==> src/rtl/adder_result_buffer.sv <==
// rtl/adder_result_buffer.sv - FIFO buffer for adder {cout,sum} results with optional carry counter
//
// Purpose: buffers DEPTH adder results in order. The head entry is exposed
// on out_sum/out_cout, and outputs read zero while the buffer is empty.
// Optional feature macro: ADDER_RESULT_BUFFER_CARRY_CNT_EN enables carry_cnt.
// Without it, carry_cnt is tied to 0.
//
// Ports:
//   clk        rising-edge clock
//   rst        asynchronous active-high reset
//   in_valid   upstream result present
//   in_ready   buffer can accept (count < DEPTH)
//   in_sum     adder sum, WIDTH bits
//   in_cout    adder carry-out
//   out_valid  head entry present (count != 0)
//   out_ready  consumer takes head entry
//   out_sum    head sum (0 when empty)
//   out_cout   head carry-out (0 when empty)
//   count      occupancy, $clog2(DEPTH)+1 bits
//   carry_cnt  saturating count of accepted entries with in_cout=1

module adder_result_buffer #(
    parameter int WIDTH = 4,
    parameter int DEPTH = 4
) (
    input  logic                     clk,
    input  logic                     rst,
    input  logic                     in_valid,
    output logic                     in_ready,
    input  logic [WIDTH-1:0]         in_sum,
    input  logic                     in_cout,
    output logic                     out_valid,
    input  logic                     out_ready,
    output logic [WIDTH-1:0]         out_sum,
    output logic                     out_cout,
    output logic [$clog2(DEPTH):0]   count,
    output logic [7:0]               carry_cnt
);

    localparam int AW = $clog2(DEPTH);
    localparam logic [AW:0] FULL_LVL = (AW+1)'(DEPTH);

    logic [WIDTH:0]  mem [DEPTH];
    logic [AW-1:0]   head;
    logic [AW-1:0]   tail;
    logic            push;
    logic            pop;

    // Readiness depends only on registered occupancy, so a pop in the
    // same cycle never opens a slot while the buffer is full.
    assign in_ready  = (count < FULL_LVL);
    assign out_valid = (count != '0);
    assign push      = in_valid & in_ready;
    assign pop       = out_valid & out_ready;

    assign {out_cout, out_sum} = out_valid ? mem[head] : '0;

    // DEPTH is a power of two, so natural pointer overflow is the modulo wrap.
    always_ff @(posedge clk or posedge rst) begin
        if (rst) begin
            head  <= '0;
            tail  <= '0;
            count <= '0;
        end else begin
            if (push) tail <= tail + 1'b1;
            if (pop)  head <= head + 1'b1;
            case ({push, pop})
                2'b10:   count <= count + 1'b1;
                2'b01:   count <= count - 1'b1;
                default: count <= count;
            endcase
        end
    end

    // Storage is not reset; entries are discarded by clearing the pointers.
    always_ff @(posedge clk) begin
        if (push && !rst) mem[tail] <= {in_cout, in_sum};
    end

`ifdef ADDER_RESULT_BUFFER_CARRY_CNT_EN
    logic [7:0] carry_q;

    always_ff @(posedge clk or posedge rst) begin
        if (rst) begin
            carry_q <= '0;
        end else if (push && in_cout && (carry_q != 8'hff)) begin
            carry_q <= carry_q + 8'd1;
        end
    end

    assign carry_cnt = carry_q;
`else
    assign carry_cnt = '0;
`endif

endmodule

==> config.mk <==
export PLATFORM = sky130hd
export DESIGN_NAME = adder_result_buffer
export DESIGN_NICKNAME = d
export VERILOG_FILES = /design/src/rtl/adder_result_buffer.sv
export SDC_FILE = /design/constraint.sdc
export NUM_CORES = 1
export LEC_CHECK = 0
export BUFFER_PORTS_ARGS = -buffer_cell sky130_fd_sc_hd__buf_2
export CORE_MARGIN = 2
export CORE_UTILIZATION = 50
export CTS_CLUSTER_SIZE = 14
export DETAILED_ROUTE_END_ITERATION = 10
export PLACE_DENSITY_LB_ADDON = 0.12
export SLEW_MARGIN = 20
export SYNTH_ARGS = -nofsm -noshare
export SYNTH_HDL_FRONTEND = slang
export SYNTH_SLANG_ARGS = --single-unit
==> constraint.sdc <==
create_clock -name clk -period 2.1 [get_ports clk]
set_clock_uncertainty 0.05 [all_clocks]
set_input_delay 0.315 -clock clk [delete_from_list [all_inputs] [get_ports clk]]
set_output_delay 0.315 -clock clk [all_outputs]
set_load 0.005 [all_outputs]
# Word-level counts from Yosys, hierarchy flattened
# Memories as Yosys holds them, arrays and structs flattened.
# Index checks and enable logic that the tools add are counted.
# totals
mem_bits_rw	20
inputBits	9
memories	1
register_bits	7
# classes
bitwise	2
n_reduce_logical	4
addsub	4
n_eq_ne	2
n_lt_le_gt_ge	1
mux	4
# memory_table
name	depth	word_bits	rd	rd_clocked_by_memory_dff	write_ports	line_no	source
mem	4	5	1	0	1	43	logic [WIDTH:0] mem [DEPTH];
# ops
cell	count
3-bit one-hot mux with 2 select lines	1
5-bit 2-to-1 mux	1
2-bit by 1-bit adder with 2-bit output (second input constant)	2
3-bit by 1-bit adder with 3-bit output (second input constant)	1
3-bit < comparator (second input constant)	1
3-bit nonzero test	1
3-bit by 1-bit subtractor with 3-bit output (second input constant)	1
1-bit AND	2
2-bit by 1-bit equality test with 1-bit output (second input constant)	1
2-bit equality test (second input constant)	1
1-bit 2-to-1 mux	2
2-bit nonzero test	1
1-bit logical AND	1
1-bit zero test	1

# Depth between registers and ports, before layout
# logic_depth
ltp_word	5
depth_mapped	9

# Worst setup path before layout
# No wires, ideal clock.
# synth_timing
path_type	register to register
start	register count[2]
end	register count[2]
setup_slack_ps	153
period_less_slack_ps	1947
stages_incl_launch_ff	10
required_ps	1928
arrival_time_ps	1774
path_buffers	1
cell_sequence	dfrtp_1 -> or3_1 -> buf_6 -> and2_4 -> ha_1 -> inv_1 -> fa_1 -> xor2_1 -> nor2_1 -> xnor2_1
# synth_via
elab_chain_cells	4
elab_cells_between_ends	10
classes_between	add/sub (2); order compare (1); eq/ne (2); mux (1); bitwise (2); reduce/logical (2)
# synth_lines
element	line_no	source
from (decl)	36	output logic [$clog2(DEPTH):0] count,
from (signal assigned)	68	2'b10: count <= count + 1'b1;
from (signal assigned)	69	2'b01: count <= count - 1'b1;
from (signal assigned)	70	default: count <= count;
3-bit nonzero test (*)	52	assign out_valid = (count != '0);
named net out_valid	32	output logic out_valid,
1-bit AND (*)	54	assign pop = out_valid & out_ready;
named net pop	47	logic pop;
2-bit by 1-bit equality test with 1-bit output or 2-bit equality test (tied branches)	67	case ({push, pop})
3-bit one-hot mux with 2 select lines or 2-bit nonzero test (tied branches)	n/a	
# The timed path passes the listed nets; every way through them passes the cells marked *.
# A chain may end at the register's enable or synchronous reset.

# Worst setup path in the final report
# layout_timing
start	register head[0]
end	output out_sum[1]
# layout_via
elab_chain_cells	2
# layout_lines
element	line_no	source
from (decl)	44	logic [AW-1:0] head;
from (signal assigned)	66	if (pop) head <= head + 1'b1;
memory 4 x 5 bit	n/a	
5-bit 2-to-1 mux	56	assign {out_cout, out_sum} = out_valid ? mem[head] : '0;
to (decl)	34	output logic [WIDTH-1:0] out_sum,
# Every way passes these cells.

==> impl_metrics.env <==
export IMPL_status="finished clean"
export IMPL_critical_path_required_ns=1.74
export IMPL_fin_tns_setup_ns=0
export IMPL_drtAntennaViolNets=0
export IMPL_p_seq_frac=0.492
export IMPL_timing_hold_violations_final=0
export IMPL_synth_edf_count=20
export IMPL_port_buffers=18
export IMPL_final_cells=130
export IMPL_diodes=0
export IMPL_critPathArrivalTime_ns=1.63
export IMPL_grt_max_degree=15
export IMPL_fmax_mhz=500.9
export IMPL_antenna_found_initial=0
export IMPL_final_core_utilization=0.5617
export IMPL_dr_pass1_iters=4
export IMPL_path_clk_slew_ns=0.13
export IMPL_wl_per_cell_um=13.69
export IMPL_row_count=18
export IMPL_dp_slack_ns=0.1962
export IMPL_worst_path_buf_inv=1
export IMPL_async_flop_share=0.2593
export IMPL_pin_count=27
export IMPL_p_clk_frac=0.129
export IMPL_grt_overflow=0
export IMPL_grt_pass1_vias=581
export IMPL_startpoint_type="flop"
export IMPL_min_path_type="input pin to flop"
export IMPL_die_height_um=54.05
export IMPL_routabilityCongestion=0.6420
export IMPL_p_int_mw=1.118
export IMPL_finalWorstSetupSlack_ns=0.1036
export IMPL_switching_power_mw=0.5051
export IMPL_drt_wl_total_um=1780
export IMPL_timing_hold_ws_ns=0.1577
export IMPL_area_delta_synth_final_pct=9.091
export IMPL_drc=0
export IMPL_period_needed_ns=1.996
export IMPL_setup_viol=0
export IMPL_fin_nets=116
export IMPL_die_area_um2=2921
export IMPL_core_area_um2=2432
export IMPL_path_cells="mux4_2 > and2_1 > buf_2"
export IMPL_clockBufferDepth=2
export IMPL_synth_flop_cell="edfxtp_1"
export IMPL_numCtsBuffers=3
export IMPL_cp_slowest_stage_delay_ns=0.52
export IMPL_ys_ff_latch=27
export IMPL_swShare=0.3111
export IMPL_grt_first_pass_wirelength_um=2711
export IMPL_synth_area_leaders="edfxtp_1, dfrtp_1, mux4_2"
export IMPL_p_per_area_nw_per_um2=1188
export IMPL_ys_seq_area_frac=0.6194
export IMPL_slowest_stage="dfrtp_2"
export IMPL_layout_drive_gt1_share=0.3100
export IMPL_synth_most_common_cell="edfxtp_1"
export IMPL_cp_max_fo=7
export IMPL_htreeDepth=1
export IMPL_via_per_inst=4.869
export IMPL_ir_drop_v=0.0007562
export IMPL_synth_top_cells_by_count="edfxtp_1, and2_1, buf_4, dfrtp_1, inv_1"
export IMPL_clk_latency_ns=0.31
export IMPL_post_cts_setup_buffers=0
export IMPL_cts_tree="done"
export IMPL_p_leak_nw=0.5619
export IMPL_drt_iter0_markers=5
export IMPL_dp_cells=125
export IMPL_worstSetupPathType="flop to primary output"
export IMPL_ys_types=21
export IMPL_initial_core_util=0.5149
export IMPL_drv_cap=0
export IMPL_cts_root_buf="clkbuf_4"
export IMPL_ys_warn_count=0
export IMPL_syn_instance_count=80
export IMPL_cts_sinks=27
export IMPL_synth_top_area_share=0.4795
export IMPL_critPathCaptureType="primary output"
export IMPL_vias=633
export IMPL_yosysTopAreaCell="edfxtp_1"
export IMPL_final_max_slew_viol_count=0
export IMPL_fin_crit_sh=0.9507
export IMPL_synth_area_per_cell_um2=15.66
export IMPL_syn_area_um2=1252
export IMPL_grt_setup_unrepaired="no"
export IMPL_dpl_hpwl_um=1325
export IMPL_die_w_um=54.05
export IMPL_critical_path_top_delay_family="flip-flops"
export IMPL_grtUsageTotal=0.1410
export IMPL_power_frac_comb=0.380
## per-stage QoR
stage | cell area [µm²] | total power, mW
finish | 1366 | 1.624
floorplan | 1279 | 1.258
CTS | 1365 | 1.648
global route | 1366 | 1.764
global placement | 1328 | 1.405
detailed placement | 1328 | 1.427
## repair_timing
item                                    CTS  global route
hold buffers                              1             0
resized for setup                         1             1
endpoints found under the hold margin     7             0
endpoints found under the setup margin    5             1
## power groups by stage
stage                     logic (mW)  registers, mW  clock network [mW]
final                          0.616          0.798               0.209
after detailed placement       0.616          0.812                   0
after floorplan                0.514          0.744                   0
after global routing           0.713          0.818               0.233
after global placement         0.600          0.805                   0
after CTS                      0.624          0.802               0.222
## worst paths after layout
kind	cells past startpoint	slack (ns)	startpoint	endpoint
min in group asynchronous	3	0.41	rst	tail[1]
hold reg to reg	1	0.47	count[0]	count[0]
hold / removal	1	0.16	in_sum[1]	mem[2][1]
setup reg to reg	8	0.16	count[2]	count[2]
setup / recovery	3	0.10	head[0]	out_sum[1]
max in group asynchronous	3	1.35	rst	head[0]
## flip-flops by register name, summed over array words and instances, names as in the netlist
name	cells
head	2
mem	20
tail	2
count	3
## layout make-up
type	count	area, µm²
inverters	7	26.28
fillers	214	1066
clock buffers	4	26.28
multi-input cells	42	391.6
well taps	30	37.54
flip-flops and latches	27	777.0
repair buffers	20	107.6
## per-layer routing
metal	global-route usage	routed length (µm)
met3	0.02778	94
met2	0.2195	895
met4	0.07500	12
met5	0	0
met1	0.1873	777
## cells in the final DEF, fill, tap and decap left out, drive strengths merged
cell and instances:
inv 7, fa 1, conb 8, mux2i 1
nand3 1, mux4 5, edfxtp 20, nor2 2
buf 19, dlygate4sd3 1, and2 10, clkbuf 4
mux2 1, dfrtp 7, nand2b 1, ha 5
xnor2 4, or3 1, xor2 2
## kinds of logic (layout without fill, tap and decap cells)
| kind of cell | after synthesis | after routing | share of synthesized area |
|---|---|---|---|
| multiplexers | 7 | 7 | 0.1069 |
| adder cells (fa/ha/maj) | 6 | 6 | 0.06593 |
| buffers and inverters | 18 | 31 | 0.08991 |
| flip-flops | 27 | 27 | 0.6194 |
| XOR/XNOR | 6 | 6 | 0.04196 |
| other | 1 | 8 | 0.002994 |
| AND/OR/NAND/NOR | 15 | 15 | 0.07294 |
Note: power is estimated with default switching activity, not from simulation.
